==> src/rtl/ahb_slave_if_param.sv <==
// ---------------------------------------------------------------------------
// ahb_slave_if_param
//
// Purpose:
//   AHB slave front-end for the AHB-to-APB bridge. It decodes NUM_SLV
//   contiguous, equal-size APB regions into a one-hot select. It pipelines
//   the address, write data and direction for the bridge FSM. It also
//   answers unmapped, misaligned or oversize transfers itself with the
//   two-cycle AHB ERROR response.
//
// Ports:
//   Hclk, Hreset        clock, asynchronous active-high reset
//   Hwrite, Hreadyin    transfer direction, bus-wide HREADY
//   Htrans, Hsize       transfer type (IDLE/BUSY/NONSEQ/SEQ), transfer size
//   Haddr, Hwdata       address phase address, data phase write data
//   Prdata              read data returned by the bridge
//   bridge_ready        bridge can accept/complete a transfer
//   valid               legal mapped transfer in this address phase
//   tempselx            one-hot region select (combinational)
//   Haddr1, Haddr2      address pipeline stages
//   Hwdata1, Hwdata2    write-data pipeline stages
//   Hwritereg           registered Hwrite
//   Hrdata              read data to master
//   Hreadyout, Hresp    slave HREADY and response (OKAY=00, ERROR=01)
//
// Note: the alignment check looks at Haddr[7:0], so ADDR_W must be >= 8.
// ---------------------------------------------------------------------------
module ahb_slave_if_param #(
    parameter int                ADDR_W      = 32,
    parameter int                DATA_W      = 32,
    parameter int                NUM_SLV     = 3,
    parameter logic [ADDR_W-1:0] BASE_ADDR   = 32'h8000_0000,
    parameter logic [ADDR_W-1:0] REGION_SIZE = 32'h0400_0000
) (
    input  logic               Hclk,
    input  logic               Hreset,
    input  logic               Hwrite,
    input  logic               Hreadyin,
    input  logic [1:0]         Htrans,
    input  logic [2:0]         Hsize,
    input  logic [ADDR_W-1:0]  Haddr,
    input  logic [DATA_W-1:0]  Hwdata,
    input  logic [DATA_W-1:0]  Prdata,
    input  logic               bridge_ready,
    output logic               valid,
    output logic [NUM_SLV-1:0] tempselx,
    output logic [ADDR_W-1:0]  Haddr1,
    output logic [ADDR_W-1:0]  Haddr2,
    output logic [DATA_W-1:0]  Hwdata1,
    output logic [DATA_W-1:0]  Hwdata2,
    output logic               Hwritereg,
    output logic [DATA_W-1:0]  Hrdata,
    output logic               Hreadyout,
    output logic [1:0]         Hresp
);

    // Largest legal Hsize: log2 of the bus width in bytes.
    localparam int SIZE_MAX    = $clog2(DATA_W / 8);
    localparam int REGION_LOG2 = $clog2(REGION_SIZE);

    // Bounds are held one bit wider than the address so that a window
    // ending exactly at 2^ADDR_W does not wrap to zero.
    localparam logic [ADDR_W:0] BASE_EXT = {1'b0, BASE_ADDR};
    localparam logic [ADDR_W:0] END_EXT  =
        BASE_EXT + (ADDR_W + 1)'(NUM_SLV) * {1'b0, REGION_SIZE};

    typedef enum logic [1:0] {
        ST_IDLE = 2'd0,
        ST_ERR1 = 2'd1,
        ST_ERR2 = 2'd2
    } state_t;

    state_t state_q, state_d;

    logic [ADDR_W-1:0] haddr1_q, haddr1_d;
    logic [ADDR_W-1:0] haddr2_q, haddr2_d;
    logic [DATA_W-1:0] hwdata1_q, hwdata1_d;
    logic [DATA_W-1:0] hwdata2_q, hwdata2_d;
    logic              hwrite_q, hwrite_d;

    logic [ADDR_W:0]   addr_ext;
    logic [ADDR_W:0]   offset;
    logic [ADDR_W:0]   region_idx;
    logic [7:0]        size_mask;
    logic              mapped;
    logic              aligned;
    logic              size_ok;
    logic              legal;
    logic              active;
    logic [NUM_SLV-1:0] sel;

    // Htrans[0] only separates BUSY from IDLE and NONSEQ from SEQ. Neither
    // distinction matters here, so the bit is deliberately left unused.
    logic unused_trans_lsb;
    assign unused_trans_lsb = Htrans[0];

    // Address decode and legality of the current address phase.
    always_comb begin
        addr_ext   = {1'b0, Haddr};
        mapped     = (addr_ext >= BASE_EXT) && (addr_ext < END_EXT);
        offset     = addr_ext - BASE_EXT;
        region_idx = offset >> REGION_LOG2;
        sel        = '0;
        for (int k = 0; k < NUM_SLV; k++) begin
            if (mapped && (region_idx == (ADDR_W + 1)'(k))) begin
                sel[k] = 1'b1;
            end
        end
        size_mask = 8'((9'd1 << Hsize) - 9'd1);
        aligned   = (Haddr[7:0] & size_mask) == 8'd0;
        size_ok   = Hsize <= 3'(SIZE_MAX);
        legal     = mapped && aligned && size_ok;
        active    = Hreadyin && Htrans[1];
    end

    // Error FSM: an illegal active transfer seen in IDLE starts the
    // two-cycle ERROR response. Transfers seen during ERR2 are dropped,
    // because the master cancels them after an ERROR.
    always_comb begin
        state_d = state_q;
        case (state_q)
            ST_IDLE: if (active && !legal) state_d = ST_ERR1;
            ST_ERR1: state_d = ST_ERR2;
            ST_ERR2: state_d = ST_IDLE;
            default: state_d = ST_IDLE;
        endcase
    end

    // The pipeline advances only while the bus is ready. Write data comes
    // one cycle after its address, so Hwdata1 lines up with Haddr2.
    always_comb begin
        haddr1_d  = haddr1_q;
        haddr2_d  = haddr2_q;
        hwdata1_d = hwdata1_q;
        hwdata2_d = hwdata2_q;
        hwrite_d  = hwrite_q;
        if (Hreadyin) begin
            haddr1_d  = Haddr;
            haddr2_d  = haddr1_q;
            hwdata1_d = Hwdata;
            hwdata2_d = hwdata1_q;
            hwrite_d  = Hwrite;
        end
    end

    always_ff @(posedge Hclk or posedge Hreset) begin
        if (Hreset) begin
            state_q   <= ST_IDLE;
            haddr1_q  <= '0;
            haddr2_q  <= '0;
            hwdata1_q <= '0;
            hwdata2_q <= '0;
            hwrite_q  <= 1'b0;
        end else begin
            state_q   <= state_d;
            haddr1_q  <= haddr1_d;
            haddr2_q  <= haddr2_d;
            hwdata1_q <= hwdata1_d;
            hwdata2_q <= hwdata2_d;
            hwrite_q  <= hwrite_d;
        end
    end

    assign valid     = active && legal && (state_q == ST_IDLE);
    assign tempselx  = sel;
    assign Haddr1    = haddr1_q;
    assign Haddr2    = haddr2_q;
    assign Hwdata1   = hwdata1_q;
    assign Hwdata2   = hwdata2_q;
    assign Hwritereg = hwrite_q;
    assign Hrdata    = (state_q == ST_IDLE) ? Prdata : '0;
    assign Hreadyout = (state_q == ST_ERR1) ? 1'b0 :
                       (state_q == ST_ERR2) ? 1'b1 : bridge_ready;
    assign Hresp     = (state_q == ST_IDLE) ? 2'b00 : 2'b01;

endmodule

==> config.mk <==
export PLATFORM = sky130hd
export DESIGN_NAME = ahb_slave_if_param
export DESIGN_NICKNAME = d
export VERILOG_FILES = /design/src/rtl/ahb_slave_if_param.sv
export SDC_FILE = /design/constraint.sdc
export NUM_CORES = 1
export LEC_CHECK = 0
export BUFFER_PORTS_ARGS = -buffer_cell sky130_fd_sc_hd__buf_4
export CAP_MARGIN = 15
export CORE_MARGIN = 2
export CORE_UTILIZATION = 45
export CTS_CLUSTER_SIZE = 20
export DETAILED_ROUTE_END_ITERATION = 10
export HOLD_SLACK_MARGIN = 0.06
export MAX_ROUTING_LAYER = met4
export PLACE_DENSITY = 0.8
export SKIP_CTS_REPAIR_TIMING = 1
export SKIP_LAST_GASP = 1
export SLEW_MARGIN = 5
export SYNTH_ARGS = -nofsm -noshare
export SYNTH_HDL_FRONTEND = slang
export SYNTH_SLANG_ARGS = --single-unit
==> constraint.sdc <==
create_clock -name Hclk -period 4.92 [get_ports Hclk]
set_input_delay 0.738 -clock Hclk [delete_from_list [all_inputs] [get_ports Hclk]]
set_output_delay 0.738 -clock Hclk [all_outputs]
set_load 0.05 [all_outputs]
### Word level (Yosys, flattened, before mapping)

Index checks and enable logic that the tools add are counted.

* word-level logic and storage cells: 41
* bits in registers: 131
* output and inout port bits: 168

* $lt $le $gt $ge: 3
* equal/unequal tests: 5
* bitwise gates (word level): 1
* shift-type cells: 1
* muxes and demuxes: 9
* add/sub/neg operators: 2
* reductions and logical operators: 14

Operators with widths (count)
* $logic_not 33->1: 1
* $sub 32x32->33 const B: 1
* $ge 32x32->1 const B: 1
* $lt 32x32->1 const B: 1
* $mux 32: 1
* $logic_and 1x1->1: 10
* $and 8x8->8: 1
* $logic_not 8->1: 1
* $shl 1x3->8 const A: 1
* $sub 8x1->8 const B: 1
* $eq 7x1->1 const B: 1
* $eq 7x2->1 const B: 1
* $mux 1: 6
* $pmux 2 s2: 1
* $le 3x2->1 const B: 1
* $eq 2x1->1 const B: 1
* $eq 2x2->1 const B: 1
* $logic_not 2->1: 1
* $mux 2: 1
* $ne 2x2->1 const B: 1
* $logic_not 1->1: 1

### Logic depth before layout (Yosys ltp)

* word-level depth: 10
* gate-level depth with buffers: 3

### Worst setup path before layout

No wires, ideal clock.

* kind: input-to-output
* start point: input port Haddr[29]
* end point: output port tempselx[2]
* arrival time: 2468 ps
* data required time: 4182 ps
* path slack: 1714 ps
* cell stages on the path: 2
* cells stage by stage: or4b_4 -> nor3b_1

* cells in the longest elaborated chain, start to end: 4
* elaborated cells between the ends (all ways): 7

Ends and longest elaborated chain
* start: declaration: RTL line 41 `input logic [ADDR_W-1:0] Haddr,`
* $sub 32x32->33, or another cell as far along: RTL line 101 `offset = addr_ext - BASE_EXT;`
* $eq 7x2->1 / $logic_and 1x1->1 (equally long branches): RTL line 105, 100
* $logic_and 1x1->1 (*): RTL line 105 `if (mapped && (region_idx == (ADDR_W + 1)'(k))) begin`
* $mux 1 (*): RTL line 105
* end: declaration: RTL line 46 `output logic [NUM_SLV-1:0] tempselx,`

Every way passes the cells marked *; elsewhere a longest branch is shown, timed or not.

### Worst setup path in the final report

* start point: input port Haddr[29]
* end point: output port valid

* cells in the longest elaborated chain, start to end: 6
* elaborated cells between the ends (all ways): 7

Ends and longest elaborated chain
* $ge 32x32->1 / $lt 32x32->1 (equally long branches): RTL line 100 `mapped = (addr_ext >= BASE_EXT) && (addr_ext < END_EXT);`
* $logic_and 1x1->1 (*): RTL line 100
* $logic_and 1x1->1 (*) (2 in series): RTL line 112 `legal = mapped && aligned && size_ok;`
* $logic_and 1x1->1 (*) (2 in series): RTL line 164 `assign valid = active && legal && (state_q == ST_IDLE);`
* end: declaration: RTL line 45 `output logic valid,`

Marked as above.

==> results by stage <==
CTS:
- TritonCTS built the clock tree.
- The insertion delay to the later sink of the worst-skew pair is between 400 and 500 ps.
- The clock sink count is 131.
- The root buffer cell is sky130_fd_sc_hd__clkbuf_16.
- Counting along the longest clock path gives a buffer depth of 2.
- After clock tree synthesis, the clock-pin slew on the worst setup and hold paths is 50 ps.
- The H-tree was split into 4 levels.
- The number of clock buffers added by TritonCTS is 17.

STA:
- The share of the clock period used by the worst path after layout is 0.562.
- The worst-margin pin slew is 979 ps.
- The total count of max-transition violations in the final report is 0.
- The hold violation count in the final report was 0.
- Setup repair after global routing left no endpoint under its margin.
- The number of setup violations in the final report is 0.
- Adding up every negative setup slack in the final design gives 0 ps.
- The worst slew margin relative to its limit is 0.347.
- Between clock sinks in the finished design, the worst skew comes to 4.68 ps.
- The worst path needs 2770 ps of the cycle, external delays included.
- The maximum clock frequency is 362 MHz.

Floorplanning:
- The area of the core is 11,300 um^2.
- For this configuration, the core starts out at a cell density of 0.456.
- The area of the die is 12,300 um^2.
- The initialized floorplan defines 39 standard-cell rows.
- For this design the top-level I/O count stands at 274.
- The die extent in x is 111 um.
- Measured along the y axis, the die boundary spans 111 um.

Finish:
- 0 antenna diodes ended up in the layout.
- The library cell used most frequently in the layout, excluding fill and tap cells, is sky130_fd_sc_hd__buf_4.
- The number of nets at the end of the flow is 710.
- The filler cell count in the final layout is 797.
- Relative to the synthesized area, the layout overhead comes to 53.5%.
- The non-filler instance count after layout is 760.
- The top cell types in the final layout, fill and taps aside, are sky130_fd_sc_hd__buf_4 (274), sky130_fd_sc_hd__dfrtp_1 (131), sky130_fd_sc_hd__mux2_1 (129), sky130_fd_sc_hd__and2_1 (32), sky130_fd_sc_hd__clkbuf_16 (17).
- In the final layout, the share of cells above drive strength 1 is 0.502.

Placed design:
- The count of buffers added on input and output ports is between 200 and 300.
- The final RePlAce weighted congestion is slightly below 0.8.
- Detailed placement finished with a half-perimeter wire length of 9540 um.
- Counting tap cells, the placed design contains a total of approximately 730 instances.

Power:
- For this design the ratio of total power to cell area is between 400 and 500 nW/um^2.
- The design draws about 0.0036 W.
- The leakage power summed over all cells is ~3.8 nW.
- The maximum ir drop on the vdd rail is 341 uV.

Drt:
- Using the TritonRoute via totals, the vias-per-cell ratio works out to 4.79.
- The starting DRC count in detailed routing is 153.
- The met3 routed wirelength is 981 um.
- Detailed routing placed a total of between 6000 and 7000 um of wire on met2.
- The final antenna-violating net count is 0.
- For this run, the detailed router's first-pass iteration total came to 4.
- The final layout contains routed wiring with a total length of 13,000 um.
- The met1 routed wirelength after detailed routing is ~5600 um.
- The top layer used by detailed routing is met4.
- After detailed routing, the average wire length per cell comes to 17.2 um.
- Summing over every cut layer, the via total after detailed routing is 3,643.
- In the routed design, unresolved DRC markers number 0.

Synth:
- The number of nets handed over by synthesis was 434.
- The share of the Yosys chip area taken by registers is 0.638.
- The count of warnings emitted by yosys is 0.
- The biggest area contributor in the post-synthesis netlist is sky130_fd_sc_hd__dfrtp_1.
- Yosys attributes the largest share of cell area to sky130_fd_sc_hd__dfrtp_1 (64%), sky130_fd_sc_hd__mux2_1 (28%), sky130_fd_sc_hd__and2_1 (3.9%).
- The proportion of netlist area held by the largest area contributor is 0.638.
- Yosys mapped the design onto 19 distinct sky130hd cell types.
- Averaged over all synthesized cells, the footprint is roughly 16 um^2.
- The mapped cell area is 5140 um^2.
- Synthesis produced 328 cells.
- The synthesized design contains roughly 130 register bits.

Worst setup path:
- Tracing the worst setup path back leads to its startpoint at Haddr[29].
- STA classifies the critical path endpoint as a primary output.
- STA classifies the critical path startpoint as a primary input.
- The most critical setup path has its endpoint at valid.
- The data arrival time of the critical path is 2030 ps.
- The critical setup path kind is in2out.
- In this run the register-to-register setup slack is around 3800 ps.
- Measured in cells, the most critical reg-to-reg path has a length of 4.
- The largest driver fanout on the critical path is 4.
- The worst register-to-register path begins at state_q[1]$_DFFE_PP0P_.
- For the worst setup path, the data required time is about 4200 ps.
- In this run the critical register-to-register path is captured at state_q[0]$_DFFE_PP0P_.

Global route:
- The global-route wire length before repair is 20,700 um.
- The aggregate global routing overflow is 0.
- The number of global-route vias before repair is roughly 3,900.
- The largest net degree at the start of global routing is 89.
- Across every metal layer, demand over resource in global routing totals 0.226.
- The number of antenna violations at the first check in global routing was 0.

Job:
- Max-cap violations in this run came to 0.

Status:
- The flow ran to the end, and the final reports show no timing, DRC or antenna violations.

Worst hold path:
- The worst hold path class is in2async.
worst min path at each step:
stage,start,end,slack (ps),depth (start not counted)
2_1_floorplan,state_q[1]$_DFFE_PP0P_,state_q[1]$_DFFE_PP0P_,430,1
3_3_place_gp,state_q[1]$_DFFE_PP0P_,state_q[1]$_DFFE_PP0P_,450,1
3_5_place_dp,state_q[1]$_DFFE_PP0P_,state_q[1]$_DFFE_PP0P_,450,1
4_1_cts,state_q[1]$_DFFE_PP0P_,state_q[1]$_DFFE_PP0P_,460,1
5_1_grt,Hreset,Haddr1[21]$_DFFE_PP0P_,260,2
6_report,Hreset,Haddr1[18]$_DFFE_PP0P_,260,2
final cells by class:
| type | count | area, um^2 | share of cell area |
|---|---|---|---|
| Sequential cell | 131 | 3280 | 0.416 |
| Timing Repair Buffer | 275 | 2080 | 0.264 |
| Multi-Input combinational cell | 176 | 1760 | 0.223 |
| Clock buffer | 20 | 457 | 0.0579 |
| Tap cell | 143 | 179 | 0.0227 |
| Clock inverter | 12 | 113 | 0.0143 |
| Inverter | 3 | 13.8 | 0.00175 |
registers in the layout, indices dropped and copies added (netlist names):
register	cells
state_q	2
Hwdata2	32
Haddr1	32
Haddr2	32
Hwritereg	1
Hwdata1	32
synth_stat cells:
library cell and n:
sky130_fd_sc_hd__nor3b_1 2, sky130_fd_sc_hd__nor3_1 1, sky130_fd_sc_hd__maj3_1 1, sky130_fd_sc_hd__buf_4 1
sky130_fd_sc_hd__or4b_4 1, sky130_fd_sc_hd__nor2_1 3, sky130_fd_sc_hd__nor2b_4 1, sky130_fd_sc_hd__a21o_1 2
sky130_fd_sc_hd__clkbuf_1 4, sky130_fd_sc_hd__inv_2 1, sky130_fd_sc_hd__and2_1 32, sky130_fd_sc_hd__inv_1 2
sky130_fd_sc_hd__nand3_1 1, sky130_fd_sc_hd__buf_2 13, sky130_fd_sc_hd__dfrtp_1 131, sky130_fd_sc_hd__a211o_1 1
sky130_fd_sc_hd__conb_1 1, sky130_fd_sc_hd__mux2_1 129, sky130_fd_sc_hd__or3_1 1
layer usage:
metal / vias up / track usage
met3: 17 / 0.0782
li1: 1677 / -
met2: 155 / 0.337
met1: 1794 / 0.291
met5: - / -
met4: 0 / 0.0783
critical path: stages:
cell and delay [ps]:
sky130_fd_sc_hd__buf_4 120, sky130_fd_sc_hd__or4b_4 560, sky130_fd_sc_hd__a211o_1 310, sky130_fd_sc_hd__nor2_1 90, sky130_fd_sc_hd__buf_4 210
metrics by stage:
step | utilization | instance area [um^2] | worst slack (ps) | hold slack (ps)
5_1_grt | 0.700 | 7890 | 2120 | 261
4_1_cts | 0.697 | 7860 | 2150 | 464
2_1_floorplan | - | 5140 | 684 | 427
6_report | 0.700 | 7890 | 2150 | 260
3_5_place_dp | 0.647 | 7290 | 2140 | 451
3_3_place_gp | 0.647 | 7290 | 2150 | 446
power by group:
| part | switching [W] | internal, W | leakage (nW) | total [W] |
|---|---|---|---|---|
| clock network | 0.000437 | 0.000762 | 0.289 | 0.00120 |
| registers | 0.0000829 | 0.00121 | 1.54 | 0.00130 |
| logic | 0.000755 | 0.000350 | 2.00 | 0.00110 |
kinds of logic after synthesis:
kind of cell / after synthesis / synth area share
DFF: 131 / 0.638
muxes: 129 / 0.283
and+or+nand+nor: 42 / 0.0526
buffers and inverters: 21 / 0.0192
AOI/OAI and AO/OA: 3 / 0.00463
adders and majority gates: 1 / 0.00195
other: 1 / 0.000730
No activity file was read; power rests on OpenSTA's default activity.
